### src/rtl/io_cfg_loader.sv
// Serial configuration loader: shifts a CW-bit frame LSB first, rejects frames with
// contended input slices, and commits the rest to c. Optional parity: IO_CFG_PARITY_EN.
module io_cfg_loader #(
  parameter int W          = 12,
  parameter int EXTDATAIN  = 3,
  parameter int EXTDATAOUT = 2
) (
  input  logic                              clk,
  input  logic                              rst,
  input  logic                              cfg_start,
  input  logic                              cfg_valid,
  input  logic                              cfg_bit,
  output logic                              cfg_ready,
  output logic [W*(EXTDATAIN+EXTDATAOUT)-1:0] c,
  output logic                              busy,
  output logic                              done,
  output logic                              err
);

  localparam int CW    = W * (EXTDATAIN + EXTDATAOUT);
  localparam int CNT_W = $clog2(CW + 1);

`ifdef IO_CFG_PARITY_EN
  typedef enum logic [1:0] {IDLE, SHIFT, CHECK, PARITY} state_t;
`else
  typedef enum logic [1:0] {IDLE, SHIFT, CHECK} state_t;
`endif

  state_t           r_state;
  state_t           w_state_nxt;
  logic [CNT_W-1:0] r_cnt;
  logic [CW-1:0]    r_shadow;
  logic [CW-1:0]    r_c;
  logic             r_done;
  logic             r_err;
  logic             w_restart;
  logic             w_accept;
  logic             w_contend;
  logic             w_seen;
  logic             w_reject;

  always_ff @(posedge clk) begin
    if (rst) r_state <= IDLE;
    else     r_state <= w_state_nxt;
  end

  always_comb begin
    w_state_nxt = r_state;
    cfg_ready   = 1'b0;
    busy        = 1'b0;
    w_restart   = 1'b0;
    w_accept    = 1'b0;
    case (r_state)
      IDLE: begin
        if (cfg_start) begin
          w_restart   = 1'b1;
          w_state_nxt = SHIFT;
        end
      end
      SHIFT: begin
        cfg_ready = 1'b1;
        busy      = 1'b1;
        // A restart wins over a bit presented on the same edge.
        if (cfg_start) begin
          w_restart = 1'b1;
        end else if (cfg_valid) begin
          w_accept = 1'b1;
          if (r_cnt == CNT_W'(CW - 1)) begin
`ifdef IO_CFG_PARITY_EN
            w_state_nxt = PARITY;
`else
            w_state_nxt = CHECK;
`endif
          end
        end
      end
`ifdef IO_CFG_PARITY_EN
      PARITY: begin
        cfg_ready = 1'b1;
        busy      = 1'b1;
        if (cfg_start) begin
          w_restart   = 1'b1;
          w_state_nxt = SHIFT;
        end else if (cfg_valid) begin
          w_state_nxt = CHECK;
        end
      end
`endif
      CHECK: begin
        busy        = 1'b1;
        w_state_nxt = IDLE;
      end
      default: w_state_nxt = IDLE;
    endcase
  end

  // Contention: more than one input slice driving the same data bit j.
  always_comb begin
    w_contend = 1'b0;
    w_seen    = 1'b0;
    for (int j = 0; j < W; j++) begin
      w_seen = 1'b0;
      for (int i = 0; i < EXTDATAIN; i++) begin
        if (r_shadow[j + i*W]) begin
          if (w_seen) w_contend = 1'b1;
          w_seen = 1'b1;
        end
      end
    end
  end

`ifdef IO_CFG_PARITY_EN
  logic r_par;

  always_ff @(posedge clk) begin
    if (rst)                                          r_par <= 1'b0;
    else if (w_restart)                               r_par <= 1'b0;
    else if (cfg_ready && cfg_valid && !cfg_start)    r_par <= r_par ^ cfg_bit;
  end

  assign w_reject = w_contend | r_par;
`else
  assign w_reject = w_contend;
`endif

  always_ff @(posedge clk) begin
    if (rst) begin
      r_cnt    <= '0;
      r_shadow <= '0;
      r_c      <= '0;
      r_done   <= 1'b0;
      r_err    <= 1'b0;
    end else begin
      r_done <= 1'b0;
      r_err  <= 1'b0;
      if (w_restart) begin
        r_cnt    <= '0;
        r_shadow <= '0;
      end else if (w_accept) begin
        r_shadow[r_cnt] <= cfg_bit;
        r_cnt           <= r_cnt + 1'b1;
      end
      if (r_state == CHECK) begin
        r_cnt <= '0;
        if (w_reject) begin
          r_err <= 1'b1;
        end else begin
          r_c    <= r_shadow;
          r_done <= 1'b1;
        end
      end
    end
  end

  assign c    = r_c;
  assign done = r_done;
  assign err  = r_err;

endmodule

### config.mk
export PLATFORM = sky130hd
export DESIGN_NAME = io_cfg_loader
export DESIGN_NICKNAME = d
export VERILOG_FILES = /design/src/rtl/io_cfg_loader.sv
export SDC_FILE = /design/constraint.sdc
export NUM_CORES = 1
export LEC_CHECK = 0
export CAP_MARGIN = 20
export CORE_MARGIN = 2
export CORE_UTILIZATION = 35
export CTS_CLUSTER_SIZE = 14
export DETAILED_ROUTE_END_ITERATION = 16
export PLACE_DENSITY = 0.65
export SYNTH_ARGS = -nofsm -noshare
export SYNTH_HDL_FRONTEND = slang
export SYNTH_SLANG_ARGS = --single-unit
export TNS_END_PERCENT = 1
### constraint.sdc
create_clock -name clk -period 2.5 [get_ports clk]
set_input_delay 0.75 -clock clk [delete_from_list [all_inputs] [get_ports clk]]
set_output_delay 0.75 -clock clk [all_outputs]
set_load 0.01 [all_outputs]
; ---- Yosys cells after proc, flatten, opt, wreduce, memory -nomap -nowiden
; Cells that the tools add are included.
[totals]
reg_bits = 130
out_inout_bits = 64
wordCells = 116
[op_classes]
n_addsub = 1
n_lt_le_gt_ge = 2
eq_ne = 7
mux = 89
n_bitwise = 2
reduce_logical = 9
[ops]
columns = op, n
row1 = $mux 1, 82
row2 = $bwmux 60, 1
row3 = $mux 2, 4
row4 = $ne 2x2->1 const B, 4
row5 = $reduce_or 2->1, 4
row6 = $lt 6x7->1 const B, 1
row7 = $add 6x1->6 const B, 1
row8 = $demux 1 s6, 1
row9 = $eq 6x6->1 const B, 1
row10 = $ge 6x1->1 const B, 1
row11 = $pmux 2 s2, 1
row12 = $reduce_and 4->1, 1
row13 = $reduce_or 3->1, 1
row14 = $eq 2x1->1 const B, 1
row15 = $eq 2x2->1 const B, 1
row16 = $logic_not 2->1, 1
row17 = $not 1->1, 2
row18 = $reduce_and 2->1, 1
row19 = $logic_and 1x1->1, 1

; ---- Longest topological paths before layout
[logic_depth]
ltp_word = 51
depth_mapped = 8
mapped_depth_nobuf = 7

; ---- Least setup slack after synthesis
; OpenSTA, ideal clock, no wires.
[synth_timing]
path_type = input to register
start = input cfg_start
end = register r_shadow[6]
setup_ns = 0.128
arrival_time_ns = 1.728
required_time_ns = 2.372
path_slack_ns = 0.645
path_stages = 6
n_path_buf = 1
cell_sequence = and3b_1 > clkbuf_2 > nand4b_1 > nor2_1 > mux2i_1 > nor2_1
[synth_via]
elab_chain_cells = 3
word_cells_on_any_way = 5
cone_classes = 4 x mux / 1 x reduce/logical
[synth_lines]
columns = item, line
row1 = start: declaration, 10  ; input logic cfg_start,
row2 = $mux 1, "55, 64"
row3 = $mux 1, n/a
row4 = $reduce_or 2->1 (no line), n/a
row5 = end signal: indexed assignment, 140  ; r_shadow[r_cnt] <= cfg_bit;
row6 = end: declaration, 32  ; logic [CW-1:0] r_shadow;
; Several ways; a longest one is shown, not always the timed one.
; A chain may end at the register's enable or synchronous reset.

; ---- Worst setup path after layout
[layout_timing]
start = register r_state[0]
end = output busy
[layout_via]
elab_chain_cells = 3
word_cells_on_any_way = 4
cone_classes = 2 x eq/ne / 1 x mux / 1 x reduce/logical
[layout_lines]
columns = item, line
row1 = start: declaration, 29  ; state_t r_state;
row2 = start signal: assignment, 44  ; else r_state <= w_state_nxt;
row3 = $eq 2x2->1 or $eq 2x1->1 (tied branches), 53  ; case (r_state)
row4 = $reduce_or 2->1 (no line) *, n/a
row5 = $mux 1 *, 53
row6 = end: declaration, 15  ; output logic busy,
; Mark *: on every way between the ends. The rest lies on a longest branch, timed or not.

==> impl_metrics.env <==
export IMPL_status="completed"
export IMPL_leakage_uw=0.002808
export IMPL_max_slew_margin_rel_pct=47.74
export IMPL_cpPeakStageDelay_ns=0.53
export IMPL_fin_setup_tns_ns=0
export IMPL_synth_area_um2=5580
export IMPL_finalNetCount=728
export IMPL_yosys_area_top_type="dfxtp_1"
export IMPL_max_freq_mhz=417.6
export IMPL_synth_seq_cells=130
export IMPL_synth_edff_count=0
export IMPL_yosysWarnings=0
export IMPL_synth_top_area_share_pct=46.64
export IMPL_timing_hold_ws_ns=0.4523
export IMPL_cp_cell_sequence="inv_1 -> ha_1 -> clkdlybuf4s50_1"
export IMPL_syn_area_per_cell_um2=8.404
export IMPL_period_needed_ns=2.395
export IMPL_drive_gt1_share_pct=8.470
export IMPL_die_area_um2=16970
export IMPL_timing_final_ws_setup_ns=0.1052
export IMPL_dpl_hpwl_um=8713
export IMPL_syn_nets=673
export IMPL_worst_ep_required_time_ns=1.75
export IMPL_path_max_fanout=3
export IMPL_grt_max_degree=67
export IMPL_dr_pass1_iters=4
export IMPL_pin_count=69
export IMPL_drc=0
export IMPL_cp_arrival_ns=1.64
export IMPL_multi_input_area_um2=2711
export IMPL_synthFlopType="dfxtp_1"
export IMPL_final_area_um2=7082
export IMPL_antenna_found_initial=0
export IMPL_placed_area_um2=6469
export IMPL_finalCritPeriodShare_pct=95.79
export IMPL_postSynthCellCount=664
export IMPL_tritoncts="yes"
export IMPL_finalClockSkew_ns=0.007537
export IMPL_vias=4570
export IMPL_slowest_stage="clkdlybuf4s50_1"
export IMPL_cp_end_kind="output pin"
export IMPL_slew_viol_final=0
export IMPL_initial_utilization_pct=35.52
export IMPL_fill_cells=1537
export IMPL_rsz0062_at_grt="no"
export IMPL_critPathLaunchType="register"
export IMPL_ys_seq_area_share_pct=46.64
export IMPL_vdd_drop_max_v=0.0004169
export IMPL_wire_per_inst_um=14.03
export IMPL_drtIter0Drc=300
export IMPL_vias_per_cell=4.821
export IMPL_seqCellArea_um2=2603
export IMPL_place_ws_ns=0.1099
export IMPL_die_h_um=130.3
export IMPL_place_gp_congestion=0.8646
export IMPL_drtAntennaViolNets=0
export IMPL_max_cap_viol_count=0
export IMPL_root_buffer="clkbuf_16"
export IMPL_wl_um=13300
export IMPL_final_hold_violation_count=0
export IMPL_cts_max_level=4
export IMPL_area_growth_synth_to_final_pct=26.91
export IMPL_antennaDiodeCount=0
export IMPL_clock_latency_ns=0.41
export IMPL_rows=46
export IMPL_final_core_util_pct=45.07
export IMPL_grt_overflow_total=0
export IMPL_grtUsageTotal_pct=16.24
export IMPL_die_width_um=130.3
export IMPL_cts_buffer_depth=2
export IMPL_synth_async_reset_ratio_pct=0
export IMPL_post_cts_setup_buffer_count=0
export IMPL_port_buffers=68
export IMPL_cts_sinks=130
export IMPL_setup_viol=0
export IMPL_fp_coreArea_um2=15710
export IMPL_crit_type="reg -> out"
export IMPL_grt_pass1_vias=4184
export IMPL_p_per_area_nw_per_um2=695.0
export IMPL_synth_area_top_cells="dfxtp_1 47%, mux2i_1 16%, nand2_1 13%"
export IMPL_clk_pin_slew_ns=0.06
export IMPL_tightest_slew_ns=0.7840
export IMPL_cts_buffers=17
export IMPL_hold_class="reg -> reg"
export IMPL_synth_distinct_cells=38
export IMPL_grt_pass1_wl_um=21580
-- what timing repair did --
item	in CTS	in global routing
gates resized for setup	0	1
hold buffers	0	0
endpoints found under the setup margin	0	1
-- sequential cells by signal, indices dropped and copies added (netlist names) --
register	flops
r_state	2
r_shadow	60
r_cnt	6
done	1
c	60
err	1
-- cell usage after synthesis, types with 4 or more instances --
cell,n
nand4_1,4
nand3b_1,4
clkbuf_1,36
buf_6,6
mux2i_1,89
nand3_1,12
ha_1,4
dfxtp_1,130
nor2_1,62
buf_2,9
a21oi_1,34
nor3_1,9
nor3b_1,4
nand2_1,187
o21ai_0,37
-- worst max-delay path, delay by kind of cell (launching register included) --
family                     cells  cell delay (ns)
DFF                            1             0.35
adders and majority gates      1             0.27
buffers and inverters          2             0.60
-- path summary, 6_finish.rpt --
check	start	endpoint	slack, ns	cells after the start
max	r_state[0]	busy	0.11	3
min	r_shadow[53]	c[53]	0.45	2
max reg2reg	r_shadow[17]	c[5]	0.53	6
min reg2reg	r_shadow[53]	c[53]	0.45	2
-- cell type report --
class | count | area share (%)
clock buffer | 24 | 7.226
clock inverter | 8 | 1.396
inverter | 4 | 0.2297
multi-input combinational | 477 | 38.29
sequential | 130 | 36.75
tap | 216 | 3.816
timing repair buffer | 89 | 12.30
-- cell usage in the layout (no fill, tap or decap), types with 2 or more instances in the layout --
cell / netlist / routed
clkinvlp_4: 0 / 2
nand2_1: 187 / 186
dfxtp_1: 130 / 130
and3_1: 3 / 3
and3b_1: 3 / 3
or3b_1: 2 / 2
a22o_1: 3 / 3
nor2_1: 62 / 62
o21ai_0: 37 / 37
xor2_1: 3 / 3
a21oi_1: 34 / 34
clkinv_2: 0 / 4
nor3_1: 9 / 9
nand3b_1: 4 / 4
ha_1: 4 / 3
inv_1: 3 / 3
mux2i_1: 89 / 89
clkbuf_8: 0 / 6
nand4_1: 4 / 4
clkdlybuf4s50_1: 0 / 67
clkbuf_16: 0 / 17
buf_4: 0 / 18
buf_12: 0 / 3
bufinv_16: 0 / 2
a221oi_2: 3 / 3
nor3b_1: 4 / 4
nor3b_2: 2 / 2
nand3_1: 12 / 12
-- report_power, final --
part,internal [µW],total [µW],switching [µW]
Clock,1620,2490,872
Sequential,2080,2090,5.47
Combinational,131,341,210
-- logic make-up after synthesis --
group	after synthesis	synth area share (%)
simple gates	301	23.05
flops	130	46.64
mux	89	15.96
compound gates	79	7.960
buf+inv	57	4.865
xor+xnor	4	0.6279
fa+ha+maj	4	0.8969
-- through the flow --
step	total power, µW	instances
floorplan	2398	664
global placement	2475	916
detailed placement	2473	916
CTS	4974	948
global route	5092	948
finish	4922	948
-- per-layer routing --
metal	global-route usage [%]	wire length, µm	vias up
met5	0	0	-
met4	5.566	155	0
met3	4.018	623	13
met2	24.58	6018	106
met1	22.59	6499	2129
li1	-	-	2322
Note: power is estimated with default switching activity, not from simulation.
